<file path="config.mk">
export PLATFORM = sky130hd
export DESIGN_NAME = ram_sequencer_flat
export DESIGN_NICKNAME = d
export VERILOG_FILES = /design/src/rtl/ram_sequencer_if.sv /design/src/rtl/ram_sequencer.sv /design/src/flat_wrapper.sv
export SDC_FILE = /design/constraint.sdc
export NUM_CORES = 1
export LEC_CHECK = 0
export CORE_UTILIZATION = 57
export CTS_CLUSTER_DIAMETER = 200
export CTS_CLUSTER_SIZE = 8
export DETAILED_ROUTE_END_ITERATION = 7
export PLACE_DENSITY = 0.87
export REMOVE_ABC_BUFFERS = 1
export SYNTH_ARGS = -nofsm -noshare
export SYNTH_HDL_FRONTEND = slang
export SYNTH_SLANG_ARGS = --single-unit
</file>
<file path="constraint.sdc">
create_clock -name sysclk -period 9.8 [get_ports sysclk]
set_clock_uncertainty 0.1 [all_clocks]
set_input_delay 1.96 -clock sysclk [delete_from_list [all_inputs] [get_ports sysclk]]
set_output_delay 1.96 -clock sysclk [all_outputs]
set_load 0.01 [all_outputs]
</file>
<file path="src/rtl/ram_sequencer_if.sv">
`default_nettype none
//------------------------------------------------------------------------------
// Module      : ram_sequencer_if
// Description : Bus between the RAM sequencer (master) and the 256x16
//               single-port synchronous RAM (slave).
//               ram_write    - write enable, master -> RAM
//               ram_addr     - word address, master -> RAM
//               ram_data_in  - write data, master -> RAM
//               ram_data_out - registered read data, RAM -> master; reflects
//                              the address sampled at the previous edge
// Revision    : 1.0 - initial release
//------------------------------------------------------------------------------
interface ram_sequencer_if #(
    parameter int AW = 8,
    parameter int DW = 16
);
    logic          ram_write;
    logic [AW-1:0] ram_addr;
    logic [DW-1:0] ram_data_in;
    logic [DW-1:0] ram_data_out;

    modport master (
        output ram_write,
        output ram_addr,
        output ram_data_in,
        input  ram_data_out
    );

    modport slave (
        input  ram_write,
        input  ram_addr,
        input  ram_data_in,
        output ram_data_out
    );
endinterface
`default_nettype wire

</file>
<file path="src/rtl/ram_sequencer.sv">
`default_nettype none
//------------------------------------------------------------------------------
// Module      : ram_sequencer
// Description : Initiator for a single-port synchronous RAM. Runs FILL (write
//               an incrementing pattern) or SCAN (read back, stream out and
//               sum) over an inclusive address range that wraps modulo 2^AW.
// Ports       : sysclk      - clock, rising edge
//               reset       - asynchronous, active-high
//               start/mode  - one-cycle request, mode 0=FILL 1=SCAN (IDLE only)
//               abort       - synchronous stop of the running operation
//               base_addr/last_addr/fill_value - operation arguments
//               ram         - RAM bus (master modport)
//               busy/done/aborted - status; done and aborted are 1-cycle pulses
//               rd_valid/rd_data/rd_addr - SCAN read stream
//               sum         - running sum of words written or read
// Revision    : 1.0 - initial release
//------------------------------------------------------------------------------
module ram_sequencer #(
    parameter int AW = 8,
    parameter int DW = 16
) (
    input  wire logic          sysclk,
    input  wire logic          reset,
    input  wire logic          start,
    input  wire logic          mode,
    input  wire logic          abort,
    input  wire logic [AW-1:0] base_addr,
    input  wire logic [AW-1:0] last_addr,
    input  wire logic [DW-1:0] fill_value,
    ram_sequencer_if.master    ram,
    output logic               busy,
    output logic               done,
    output logic               aborted,
    output logic               rd_valid,
    output logic [DW-1:0]      rd_data,
    output logic [AW-1:0]      rd_addr,
    output logic [DW-1:0]      sum
);

    typedef enum logic [2:0] {
        S_IDLE  = 3'd0,
        S_FILL  = 3'd1,
        S_SCAN  = 3'd2,
        S_DRAIN = 3'd3,
        S_DONE  = 3'd4
    } state_t;

    state_t        r_state;
    state_t        w_state;

    // Words still to issue after the one currently on the bus.
    logic [AW-1:0] r_remaining;
    logic [AW-1:0] w_remaining;

    // Read tag pipeline: stage 1 = address issued this edge, stage 2 = address
    // sampled by the RAM; data for a stage-2 tag is on ram_data_out now.
    logic          r_p1_valid;
    logic [AW-1:0] r_p1_addr;
    logic          r_p2_valid;
    logic [AW-1:0] r_p2_addr;
    logic          w_p1_valid;
    logic [AW-1:0] w_p1_addr;
    logic          w_p2_valid;
    logic [AW-1:0] w_p2_addr;

    logic          w_ram_write;
    logic [AW-1:0] w_ram_addr;
    logic [DW-1:0] w_ram_data_in;
    logic          w_busy;
    logic          w_done;
    logic          w_aborted;
    logic          w_rd_valid;
    logic [DW-1:0] w_rd_data;
    logic [AW-1:0] w_rd_addr;
    logic [DW-1:0] w_sum;
    logic          w_abort_now;

    //--------------------------------------------------------------------------
    // State and output registers
    //--------------------------------------------------------------------------
    always_ff @(posedge sysclk or posedge reset) begin
        if (reset) begin
            r_state         <= S_IDLE;
            r_remaining     <= '0;
            r_p1_valid      <= 1'b0;
            r_p1_addr       <= '0;
            r_p2_valid      <= 1'b0;
            r_p2_addr       <= '0;
            ram.ram_write   <= 1'b0;
            ram.ram_addr    <= '0;
            ram.ram_data_in <= '0;
            busy            <= 1'b0;
            done            <= 1'b0;
            aborted         <= 1'b0;
            rd_valid        <= 1'b0;
            rd_data         <= '0;
            rd_addr         <= '0;
            sum             <= '0;
        end else begin
            r_state         <= w_state;
            r_remaining     <= w_remaining;
            r_p1_valid      <= w_p1_valid;
            r_p1_addr       <= w_p1_addr;
            r_p2_valid      <= w_p2_valid;
            r_p2_addr       <= w_p2_addr;
            ram.ram_write   <= w_ram_write;
            ram.ram_addr    <= w_ram_addr;
            ram.ram_data_in <= w_ram_data_in;
            busy            <= w_busy;
            done            <= w_done;
            aborted         <= w_aborted;
            rd_valid        <= w_rd_valid;
            rd_data         <= w_rd_data;
            rd_addr         <= w_rd_addr;
            sum             <= w_sum;
        end
    end

    //--------------------------------------------------------------------------
    // Next-state and next-output logic
    //--------------------------------------------------------------------------
    always_comb begin
        w_state       = r_state;
        w_remaining   = r_remaining;
        w_ram_write   = 1'b0;
        w_ram_addr    = ram.ram_addr;
        w_ram_data_in = ram.ram_data_in;
        w_busy        = busy;
        w_done        = 1'b0;
        w_aborted     = 1'b0;
        w_rd_valid    = 1'b0;
        w_rd_data     = rd_data;
        w_rd_addr     = rd_addr;
        w_sum         = sum;
        w_p1_valid    = 1'b0;
        w_p1_addr     = r_p1_addr;
        w_p2_valid    = r_p1_valid;
        w_p2_addr     = r_p1_addr;

        // DONE has nothing left to stop, so abort is only honoured while working.
        w_abort_now = abort && ((r_state == S_FILL) || (r_state == S_SCAN) ||
                                (r_state == S_DRAIN));

        // Capture the read whose address the RAM sampled at the previous edge.
        if (r_p2_valid && !w_abort_now) begin
            w_rd_valid = 1'b1;
            w_rd_data  = ram.ram_data_out;
            w_rd_addr  = r_p2_addr;
            w_sum      = sum + ram.ram_data_out;
        end

        case (r_state)
            S_IDLE: begin
                if (start) begin
                    w_sum       = '0;
                    w_busy      = 1'b1;
                    w_remaining = last_addr - base_addr;
                    w_ram_addr  = base_addr;
                    if (!mode) begin
                        w_ram_write   = 1'b1;
                        w_ram_data_in = fill_value;
                        w_state       = S_FILL;
                    end else begin
                        w_p1_valid = 1'b1;
                        w_p1_addr  = base_addr;
                        w_state    = S_SCAN;
                    end
                end
            end

            S_FILL: begin
                // The word on the bus is written at this edge; count it now.
                w_sum = sum + ram.ram_data_in;
                if (r_remaining == '0) begin
                    w_busy  = 1'b0;
                    w_done  = 1'b1;
                    w_state = S_DONE;
                end else begin
                    w_ram_write   = 1'b1;
                    w_ram_addr    = ram.ram_addr + 1'b1;
                    w_ram_data_in = ram.ram_data_in + 1'b1;
                    w_remaining   = r_remaining - 1'b1;
                end
            end

            S_SCAN: begin
                if (r_remaining == '0) begin
                    w_state = S_DRAIN;
                end else begin
                    w_ram_addr  = ram.ram_addr + 1'b1;
                    w_remaining = r_remaining - 1'b1;
                    w_p1_valid  = 1'b1;
                    w_p1_addr   = ram.ram_addr + 1'b1;
                end
            end

            S_DRAIN: begin
                if (!r_p1_valid && !r_p2_valid) begin
                    w_busy  = 1'b0;
                    w_done  = 1'b1;
                    w_state = S_DONE;
                end
            end

            S_DONE: begin
                w_state = S_IDLE;
            end

            default: begin
                w_state = S_IDLE;
            end
        endcase

        // Abort overrides normal progress: stop issuing, drop in-flight tags,
        // keep the partial sum (including a FILL word written at this edge).
        if (w_abort_now) begin
            w_state       = S_DONE;
            w_busy        = 1'b0;
            w_done        = 1'b0;
            w_aborted     = 1'b1;
            w_ram_write   = 1'b0;
            w_ram_addr    = ram.ram_addr;
            w_ram_data_in = ram.ram_data_in;
            w_remaining   = r_remaining;
            w_p1_valid    = 1'b0;
            w_p2_valid    = 1'b0;
        end
    end

endmodule
`default_nettype wire

</file>
<file path="src/flat_wrapper.sv">
// flat-port wrapper written by rule: the top's interface ports become plain ports
module ram_sequencer_flat 
#(
    parameter int AW = 8,
    parameter int DW = 16
)
  (sysclk, reset, start, mode, abort, base_addr, last_addr, fill_value, busy, done, aborted, rd_valid, rd_data, rd_addr, sum, ram_ram_write, ram_ram_addr, ram_ram_data_in, ram_ram_data_out);
  ram_sequencer_if #(.AW(AW), .DW(DW)) ram_i ();
  input  wire logic sysclk;
  input  wire logic reset;
  input  wire logic start;
  input  wire logic mode;
  input  wire logic abort;
  input  wire logic [AW-1:0] base_addr;
  input  wire logic [AW-1:0] last_addr;
  input  wire logic [DW-1:0] fill_value;
  output logic busy;
  output logic done;
  output logic aborted;
  output logic rd_valid;
  output logic [DW-1:0] rd_data;
  output logic [AW-1:0] rd_addr;
  output logic [DW-1:0] sum;
  output wire logic [$bits(ram_i.ram_write)-1:0] ram_ram_write;
  output wire logic [$bits(ram_i.ram_addr)-1:0] ram_ram_addr;
  output wire logic [$bits(ram_i.ram_data_in)-1:0] ram_ram_data_in;
  input wire logic [$bits(ram_i.ram_data_out)-1:0] ram_ram_data_out;
  assign ram_ram_write = ram_i.ram_write;
  assign ram_ram_addr = ram_i.ram_addr;
  assign ram_ram_data_in = ram_i.ram_data_in;
  assign ram_i.ram_data_out = ram_ram_data_out;
  ram_sequencer #(.AW(AW), .DW(DW)) u_core (.sysclk(sysclk), .reset(reset), .start(start), .mode(mode), .abort(abort), .base_addr(base_addr), .last_addr(last_addr), .fill_value(fill_value), .ram(ram_i), .busy(busy), .done(done), .aborted(aborted), .rd_valid(rd_valid), .rd_data(rd_data), .rd_addr(rd_addr), .sum(sum));
endmodule
</file>
Word level (Yosys, flattened, before mapping)

Index checks and enable logic that the tools add are counted.

Bits of input ports: 53
Output and inout bits: 69
Logic and storage cells: 100
Flip-flop bits (word level): 98

Equality and inequality tests: 13
Mux-type cells: 44
Add/subtract/negate cells: 6
Bitwise gates (word level): 1
Reduce and logical (&&, ||, !) cells: 20

Operators by type and width:

| operator                                                                | count |
|---|---|
| 16-bit two-way mux                                                      | 5 |
| 16-bit case mux with 2 select lines                                     | 2 |
| 8-bit two-way mux                                                       | 6 |
| 8-bit case mux with 2 select lines                                      | 3 |
| 16-bit adder                                                            | 2 |
| 1-bit two-way mux                                                       | 17 |
| 16-bit by 1-bit adder with 16-bit output, second input constant         | 1 |
| 4-bit AND reduction                                                     | 4 |
| 3-bit two-way mux                                                       | 5 |
| 2-bit inequality test, second input constant                            | 6 |
| 3-bit by 2-bit inequality test with 1-bit output, second input constant | 4 |
| 3-bit case mux with 4 select lines                                      | 1 |
| 8-bit by 1-bit adder with 8-bit output, second input constant           | 1 |
| 8-bit zero test                                                         | 1 |
| 8-bit by 1-bit subtractor with 8-bit output, second input constant      | 1 |
| 8-bit subtractor                                                        | 1 |
| 3-bit by 2-bit == test with 1-bit output, second input constant         | 2 |
| 1-bit case mux with 2 select lines                                      | 3 |
| 2-bit nonzero test                                                      | 3 |
| 5-bit AND reduction                                                     | 1 |
| 4-bit nonzero test                                                      | 1 |
| 3-bit by 1-bit == test with 1-bit output, second input constant         | 1 |
| 1-bit logical AND                                                       | 3 |
| 1-bit zero test                                                         | 3 |
| other kinds (6)                                                         | 7 |

Longest topological paths before layout

Gate-level depths: netlist (run 1).

Depth after elaboration: 9
Mapped depth: 10
Mapped depth without buffers: 10

Least setup slack after synthesis (run 1)

Ideal clock, no wire load.

Kind: input to register
Start point: input ram_ram_data_out[0]
End point: register u_core.sum[14]
Buffers on the path: 0
Setup slack: 5.666 ns
Arrival time: 3.908 ns
Data required time: 9.574 ns
Cell stages on the path: 9
Library setup time: 0.126 ns
Cells stage by stage: ha_1 > fa_1 > a21oi_1 > o21ai_0 > a31o_2 > a211oi_1 > nand3b_1 > mux2i_1 > a221o_1

Cells in the longest elaborated chain, start to end: 4

RTL lines:

| item                                    | RTL line             | RTL |
|---|---|---|
| from (decl)                             | flat_wrapper.sv:27   | `input wire logic [$bits(ram_i.ram_data_out)-1:0] ram_ram_data_out;` |
| 16-bit adder (*)                        | ram_sequencer.sv:149 | `w_sum = sum + ram.ram_data_out;` |
| 16-bit two-way mux (*)                  | ram_sequencer.sv:145 | `if (r_p2_valid && !w_abort_now) begin` |
| 16-bit two-way mux                      | ram_sequencer.sv:154 | `if (start) begin` |
| 16-bit case mux with 2 select lines (*) | ram_sequencer.sv:152 | `case (r_state)` |
| via u_core.w_sum[14]                    | ram_sequencer.sv:75  | `logic [DW-1:0] w_sum;` |
| to (signal assigned)                    | ram_sequencer.sv:115 | `sum <= w_sum;` |
| to (decl)                               | ram_sequencer.sv:37  | `output logic [DW-1:0] sum` |

The timed path passes the listed nets; every way through them passes the cells marked *.
A chain may end at the register's enable or synchronous reset.

Worst setup path after layout (run 1)

Ends and elaborated chain as after synthesis.

==> out/metrics.csv, run 1 <==
metric,value,unit
RSZ-0062 raised after global routing,false,
Root Buffer,clkbuf_8,
Reg power frac,0.309,
final net count,944,
Synth Area in Adders,0.0908,
vias per cell,6.01,
Post-synth EDFFs,0,
post-CTS setup buffer count,0,
PwrDens,332,mW/mm^2
Util after Layout,0.736,
Hold Crit Class,flip-flop to flip-flop,
max-cap violation count,0,
Synth Area in Compound Gates,0.213,
Layout area overhead,24.2,%
Die ar.,0.0113,sq mm
mux contribution to synthesized area,0.0136,
CTS max path bufs,2,
hold path cells,0,
Final GP Congestion,0.905,
post-synthesis simple-gate area fraction,0.201,
kind of critical path,input port to flip-flop,
Synth Area in XOR/XNOR,0.0525,
CTS tree,yes,
RR Endpoint,u_core.ram.ram_data_in[7],
Core Box Area,0.0104,sq mm
DIE HEIGHT,106,um
DRC Markers,0,
PnR Total Power,0.00254,W
CP max FO,3,
GRT Overall Usage,0.303,
internal power,0.00137,W
Fmax,222,MHz
startpoint type of the worst setup path,input port,
Post-DP HPWL,12400,um
CP Data Required Time,9.97,ns
hold path startpoint,u_core.r_p1_addr[5],
Synth Flop Type,dfrtp_1,
setup TNS,0,ns
Combinational Power Share,0.592,
# rows,37,
status,"complete, no violations",
buffers added on ports,121,
reg-to-reg critical path startpoint,u_core.r_remaining[0],
CTS Hold Bufs,0,
fin crit period,4.51,ns
post-DR wirelength/cell,16.7,um
Routed Antenna Nets,0,
Syn Area/Cell,8.33,sq um
Fillers,784,
layout cell share with drive strength beyond 1,0.0399,
hold slack final,0.287,ns
VDD IR max,162,uV
fraction of the cycle the final worst path needs,0.460,
Psw,0.00118,W
"Clk pin slew, worst setup/hold paths",0.10,ns
Inst Count DP,973,
Worst setup EP type,flip-flop,
synthesized area,0.00617,sq mm
Congestion Overflow GR,0,
Max-slew headroom,0.176,
Sw Ratio,0.463,
"Slew Viols, Final",0,
"most common cell after layout, fill and taps aside",nand2_1,
initial antenna violation count,0,
largest family of logic cells by synthesized area,compound AO/OA/AOI/OAI gates,
DR vias,5939,
CTS resizes,0,
Synth Register Bits,98,
number of global-route vias before repair,5804,
R2R cell count,9,
Async SR Flop Fraction,1.00,
hold-critical path endpoint,u_core.r_p2_addr[5],
DRT iter0 DRCs,418,
Clk pwr share,0.099,
router iterations before antenna repair,5,
"Arr. time, crit path",4.68,ns
Synth cell types,55,
clk sinks,98,
"Seq/Total Area, Yosys",0.397,
worst-margin pin slew,1.24,ns
Final setup viols,0,
chip width,106,um
CTS HTree Levels,3,
fin cells,989,
largest net degree at the start of global routing,53,
ANT cells,0,
Pleak,3.43,nW
worst reg2reg setup slack,6.89,ns
Clock Latency Late Sink,0.38,ns
Final Hold Fails,0,
final WL,16600,um
global-route wire length before repair,27100,um
most frequent cells in the layout,"136 x nand2_1, 121 x clkdlybuf4s50_1, 98 x dfrtp_1, 77 x a21oi_1, 74 x nor2_1",
CTS Buf Count,9,
Mapped Cells,741,
top-level port count,122,
YS warnings,0,
starting density of the core,0.593,
Yosys cell counts, drive strengths merged, types with 15 or more instances:
cell	instances	share of area
nor2	74	0.045
nand2	136	0.083
nor3	15	0.012
o22ai	17	0.017
inv	21	0.013
a21oi	78	0.064
nand3	18	0.015
xnor2	21	0.030
xor2	16	0.023
o21ai	63	0.052
dfrtp	98	0.40
ha	40	0.081
clkbuf	22	0.013
cells by family after synthesis:
family,after synthesis
xor+xnor,37
flops,98
fa+ha+maj,43
compound gates,219
simple gates,286
buf+inv,50
mux,8
per-stage QoR:
step	instance area [sq um]	setup slack (ns)
global route	7670	5.17
finish	7670	5.29
CTS	7670	5.33
global placement	7480	5.01
detailed placement	7480	4.92
floorplan	6060	5.18
registers in the layout (all words and copies together), names as in the netlist, 3 cells and up:
signal and flops:
u_core.rd_data 16, u_core.sum 16, u_core.r_state 3, u_core.r_remaining 8, u_core.ram.ram_addr 8, u_core.r_p1_addr 8, u_core.rd_addr 8, u_core.ram.ram_data_in 16
u_core.r_p2_addr 8
layer usage:
metal  GRT usage  part of all wire  vias up
li1            -                 -     2824
met1       0.368              0.41     2847
met2       0.539              0.51      230
met3      0.0349             0.056       38
met4       0.134             0.029        0
met5           0                 0        -
power groups by stage:
stage / registers (W) / clock network (W) / logic [W]
after CTS: 0.000779 / 0.000256 / 0.00150
final: 0.000785 / 0.000251 / 0.00151
after global routing: 0.000809 / 0.000271 / 0.00166
after detailed placement: 0.000786 / 0 / 0.00149
after floorplan: 0.000795 / 0 / 0.000913
after global placement: 0.000777 / 0 / 0.00142
worst max path at each step:
stage / from / end / slack [ns] / cells after the start
floorplan: reset / u_core.aborted / 5.18 / 1
global placement: ram_ram_data_out[0] / u_core.sum[14] / 5.01 / 10
detailed placement: ram_ram_data_out[0] / u_core.sum[14] / 4.92 / 10
CTS: ram_ram_data_out[0] / u_core.sum[14] / 5.33 / 10
global route: ram_ram_data_out[0] / u_core.sum[14] / 5.17 / 10
finish: ram_ram_data_out[0] / u_core.sum[14] / 5.29 / 10
cell type report:
class	count	area, sq um	area share
Multi-Input combinational cell	593	3540	0.461
Tap cell	136	170	0.0222
Timing Repair Buffer	125	1240	0.162
Clock buffer	9	124	0.0162
Sequential cell	98	2450	0.320
Clock inverter	7	61.3	0.00800
Inverter	21	81.3	0.0106
critical path, cell delays in order:
cell             delay (ns)
clkdlybuf4s50_1        0.44
ha_1                   0.26
fa_1                   0.44
a21oi_1                0.16
o21ai_0                0.16
a31o_2                 0.30
a211oi_1               0.36
nand3b_1               0.18
mux2i_1                0.08
a221o_1                0.33
Power figures use the tool's default switching activity.
==> run 2: changes to the inputs <==
--- a/config.mk
+++ b/config.mk
@@ -5,11 +5,11 @@
 export SDC_FILE = /design/constraint.sdc
 export NUM_CORES = 1
 export LEC_CHECK = 0
-export CORE_UTILIZATION = 57
+export CORE_UTILIZATION = 48
 export CTS_CLUSTER_DIAMETER = 200
 export CTS_CLUSTER_SIZE = 8
 export DETAILED_ROUTE_END_ITERATION = 7
-export PLACE_DENSITY = 0.87
+export PLACE_DENSITY = 0.78
 export REMOVE_ABC_BUFFERS = 1
 export SYNTH_ARGS = -nofsm -noshare
 export SYNTH_HDL_FRONTEND = slang
==> constraint.sdc (replaced) <==
create_clock -name sysclk -period 3.7 [get_ports sysclk]
set_clock_uncertainty 0.1 [all_clocks]
set_input_delay 0.74 -clock sysclk [delete_from_list [all_inputs] [get_ports sysclk]]
set_output_delay 0.74 -clock sysclk [all_outputs]
set_load 0.01 [all_outputs]
==> run 2 against run 1 <==
Worst setup slack lost 4.8 ns. Largest power group unchanged. Global-route usage down 4.6 points. Worst hold slack worse by 0.0079 ns. Highest routed layer unchanged. Critical endpoint is now u_core.sum[15]. Die area up 18%. Sequential power increased to 2.6 times the previous value. Clock power increased to 3.9 times the previous value. Non-clock buffer count is 10 higher. Via count down 1.9%. Wire length fell by 2.2%.
==> out/metrics.csv, run 2 (synthesis gave the netlist of run 1 again) <==
metric,value,unit,change
status,"complete, no violations",,unchanged
DR vias,5825,,was 5939
register area,0.00245,sq mm,unchanged
Fillers,1076,,was 784
initial antenna violation count,0,,unchanged
DRT iter0 DRCs,420,,was 418
CTS HTree Levels,3,,unchanged
placed cell areas,0.00760,sq mm,was 0.00748 sq mm
CP Data Required Time,3.84,ns,was 9.97 ns
chip width,115,um,was 106 um
fraction of the cycle the final worst path needs,0.861,,
Final setup viols,0,,unchanged
top-level port count,122,,unchanged
final WL,16200,um,was 16600 um
CTS max path bufs,2,,unchanged
Core Box Area,0.0126,sq mm,was 0.0104 sq mm
Die ar.,0.0133,sq mm,was 0.0113 sq mm
hold-critical path endpoint,u_core.r_p2_addr[5],,unchanged
Fmax,314,MHz,
largest net degree at the start of global routing,49,,was 53
worst reg2reg setup slack,0.85,ns,was 6.89 ns
CP Launch Point,ram_ram_data_out[1],,was ram_ram_data_out[0]
Multi-input gate area,0.00354,sq mm,unchanged
hold path startpoint,u_core.r_p1_addr[5],,unchanged
global-route wire length before repair,26700,um,was 27100 um
reg-to-reg critical path startpoint,u_core.ram.ram_data_in[0],,was u_core.r_remaining[0]
vias per cell,5.63,,was 6.01
DIE HEIGHT,115,um,was 106 um
"Clk pin slew, worst setup/hold paths",0.07,ns,was 0.10 ns
CTS tree,yes,,unchanged
router iterations before antenna repair,5,,unchanged
Routed Antenna Nets,0,,unchanged
fin crit period,3.19,ns,
setup TNS,0,ns,unchanged
Final Cell Area,0.00791,sq mm,was 0.00767 sq mm
PwrDens,892,mW/mm^2,was 332 mW/mm^2
CP max FO,4,,was 3
# rows,41,,was 37
buffers added on ports,121,,unchanged
Clock Latency Late Sink,0.36,ns,was 0.38 ns
GRT Overall Usage,0.257,,was 0.303
Root Buffer,clkbuf_16,,was clkbuf_8
hold path cells,0,,unchanged
startpoint type of the worst setup path,input port,,unchanged
met1 global-route usage,0.317,,was 0.368
"most common cell after layout, fill and taps aside",nand2_1,,unchanged
Max-slew headroom,0.577,,was 0.176
CTS Buf Count,9,,unchanged
post-DR wirelength/cell,15.6,um,was 16.7 um
Layout area overhead,28.1,%,was 24.2%
R2R cell count,9,,unchanged
"Slew Viols, Final",0,,unchanged
Final Hold Fails,0,,unchanged
number of global-route vias before repair,5756,,was 5804
Worst setup EP type,flip-flop,,unchanged
Largest regs,"u_core.ram.ram_data_in: 16 flops, u_core.rd_data: 16 flops, u_core.sum: 16 flops",,unchanged
RSZ-0062 raised after global routing,false,,unchanged
max-cap violation count,0,,unchanged
ANT cells,0,,unchanged
clk sinks,98,,unchanged
worst-margin pin slew,0.629,ns,was 1.24 ns
post-CTS setup buffer count,0,,unchanged
kind of critical path,input port to flip-flop,,unchanged
GR peak layer,met2,,unchanged
Pleak,3.54,nW,was 3.43 nW
Hold Crit Class,flip-flop to flip-flop,,unchanged
"Arr. time, crit path",3.33,ns,was 4.68 ns
starting density of the core,0.491,,was 0.593
met3 usage,0.0285,,was 0.0349
RR Endpoint,u_core.sum[14],,was u_core.ram.ram_data_in[7]
layout cell share with drive strength beyond 1,0.0510,,was 0.0399
GR Util met2,0.445,,was 0.539
Post-DP HPWL,12400,um,about the same
Congestion Overflow GR,0,,unchanged
final net count,954,,was 944
DRC Markers,0,,unchanged
VDD IR max,362,uV,was 162 uV
Final GP Congestion,0.961,,was 0.905
CTS resizes,0,,unchanged
most frequent cells in the layout,"136 x nand2_1, 121 x clkdlybuf4s50_1, 98 x dfrtp_1, 77 x a21oi_1, 74 x nor2_1",,unchanged
CTS Hold Bufs,0,,unchanged
==> run 2: cell types whose count changed in the layout (fill, tap and decap cells not counted), sizes merged <==
cell	before	now
bufinv	0	1
clkinvlp	2	1
buf	4	14
==> run 2: final cells by class <==
| type | count | area share |
|---|---|---|
| Clock inverter | 7 | 0.0106 |
| Multi-Input combinational cell | 593 | 0.447 |
| Clock buffer | 9 | 0.0285 |
| Sequential cell | 98 | 0.310 |
| Tap cell | 172 | 0.0272 |
| Inverter | 21 | 0.0103 |
| Timing Repair Buffer | 135 | 0.166 |
==> run 2: critical path: stages <==
cell and delay (ns):
clkdlybuf4s50_1 0.47, ha_1 0.33, a211oi_1 0.07, o31ai_1 0.56
o2111ai_1 0.31, a21boi_0 0.30, o211ai_1 0.15, mux2i_1 0.14
a211o_1 0.26
==> run 2: how the worst max path moves through the flow <==
stage,end,slack (ns)
finish,u_core.sum[15],0.51
global route,u_core.sum[15],0.34
CTS,u_core.sum[15],0.53
detailed placement,u_core.sum[15],0.16
global placement,u_core.sum[14],0.20
floorplan,u_core.aborted,0.30
==> run 2: metrics by stage <==
stage	util	instances	hold slack (ns)	power (W)	setup slack, ns
floorplan	-	712	0.254	0.00452	0.298
global placement	0.605	1019	0.259	0.00590	0.199
detailed placement	0.605	1019	0.265	0.00605	0.160
CTS	0.629	1035	0.281	0.00706	0.533
global route	0.629	1035	0.292	0.00763	0.337
finish	0.629	1035	0.279	0.00705	0.514
==> run 2: layer usage <==
metal | up-vias | share of wire
li1 | 2860 | -
met1 | 2733 | 0.43
met2 | 194 | 0.49
met3 | 38 | 0.050
met4 | 0 | 0.029
met5 | - | 0
==> run 2: where the power goes <==
part / leakage (nW) / internal [W] / switching, W
registers: 1.21 / 0.00156 / 0.000502
clock network: 0.149 / 0.000536 / 0.000450
logic: 2.18 / 0.00184 / 0.00216
total: 3.54 / 0.00394 / 0.00311
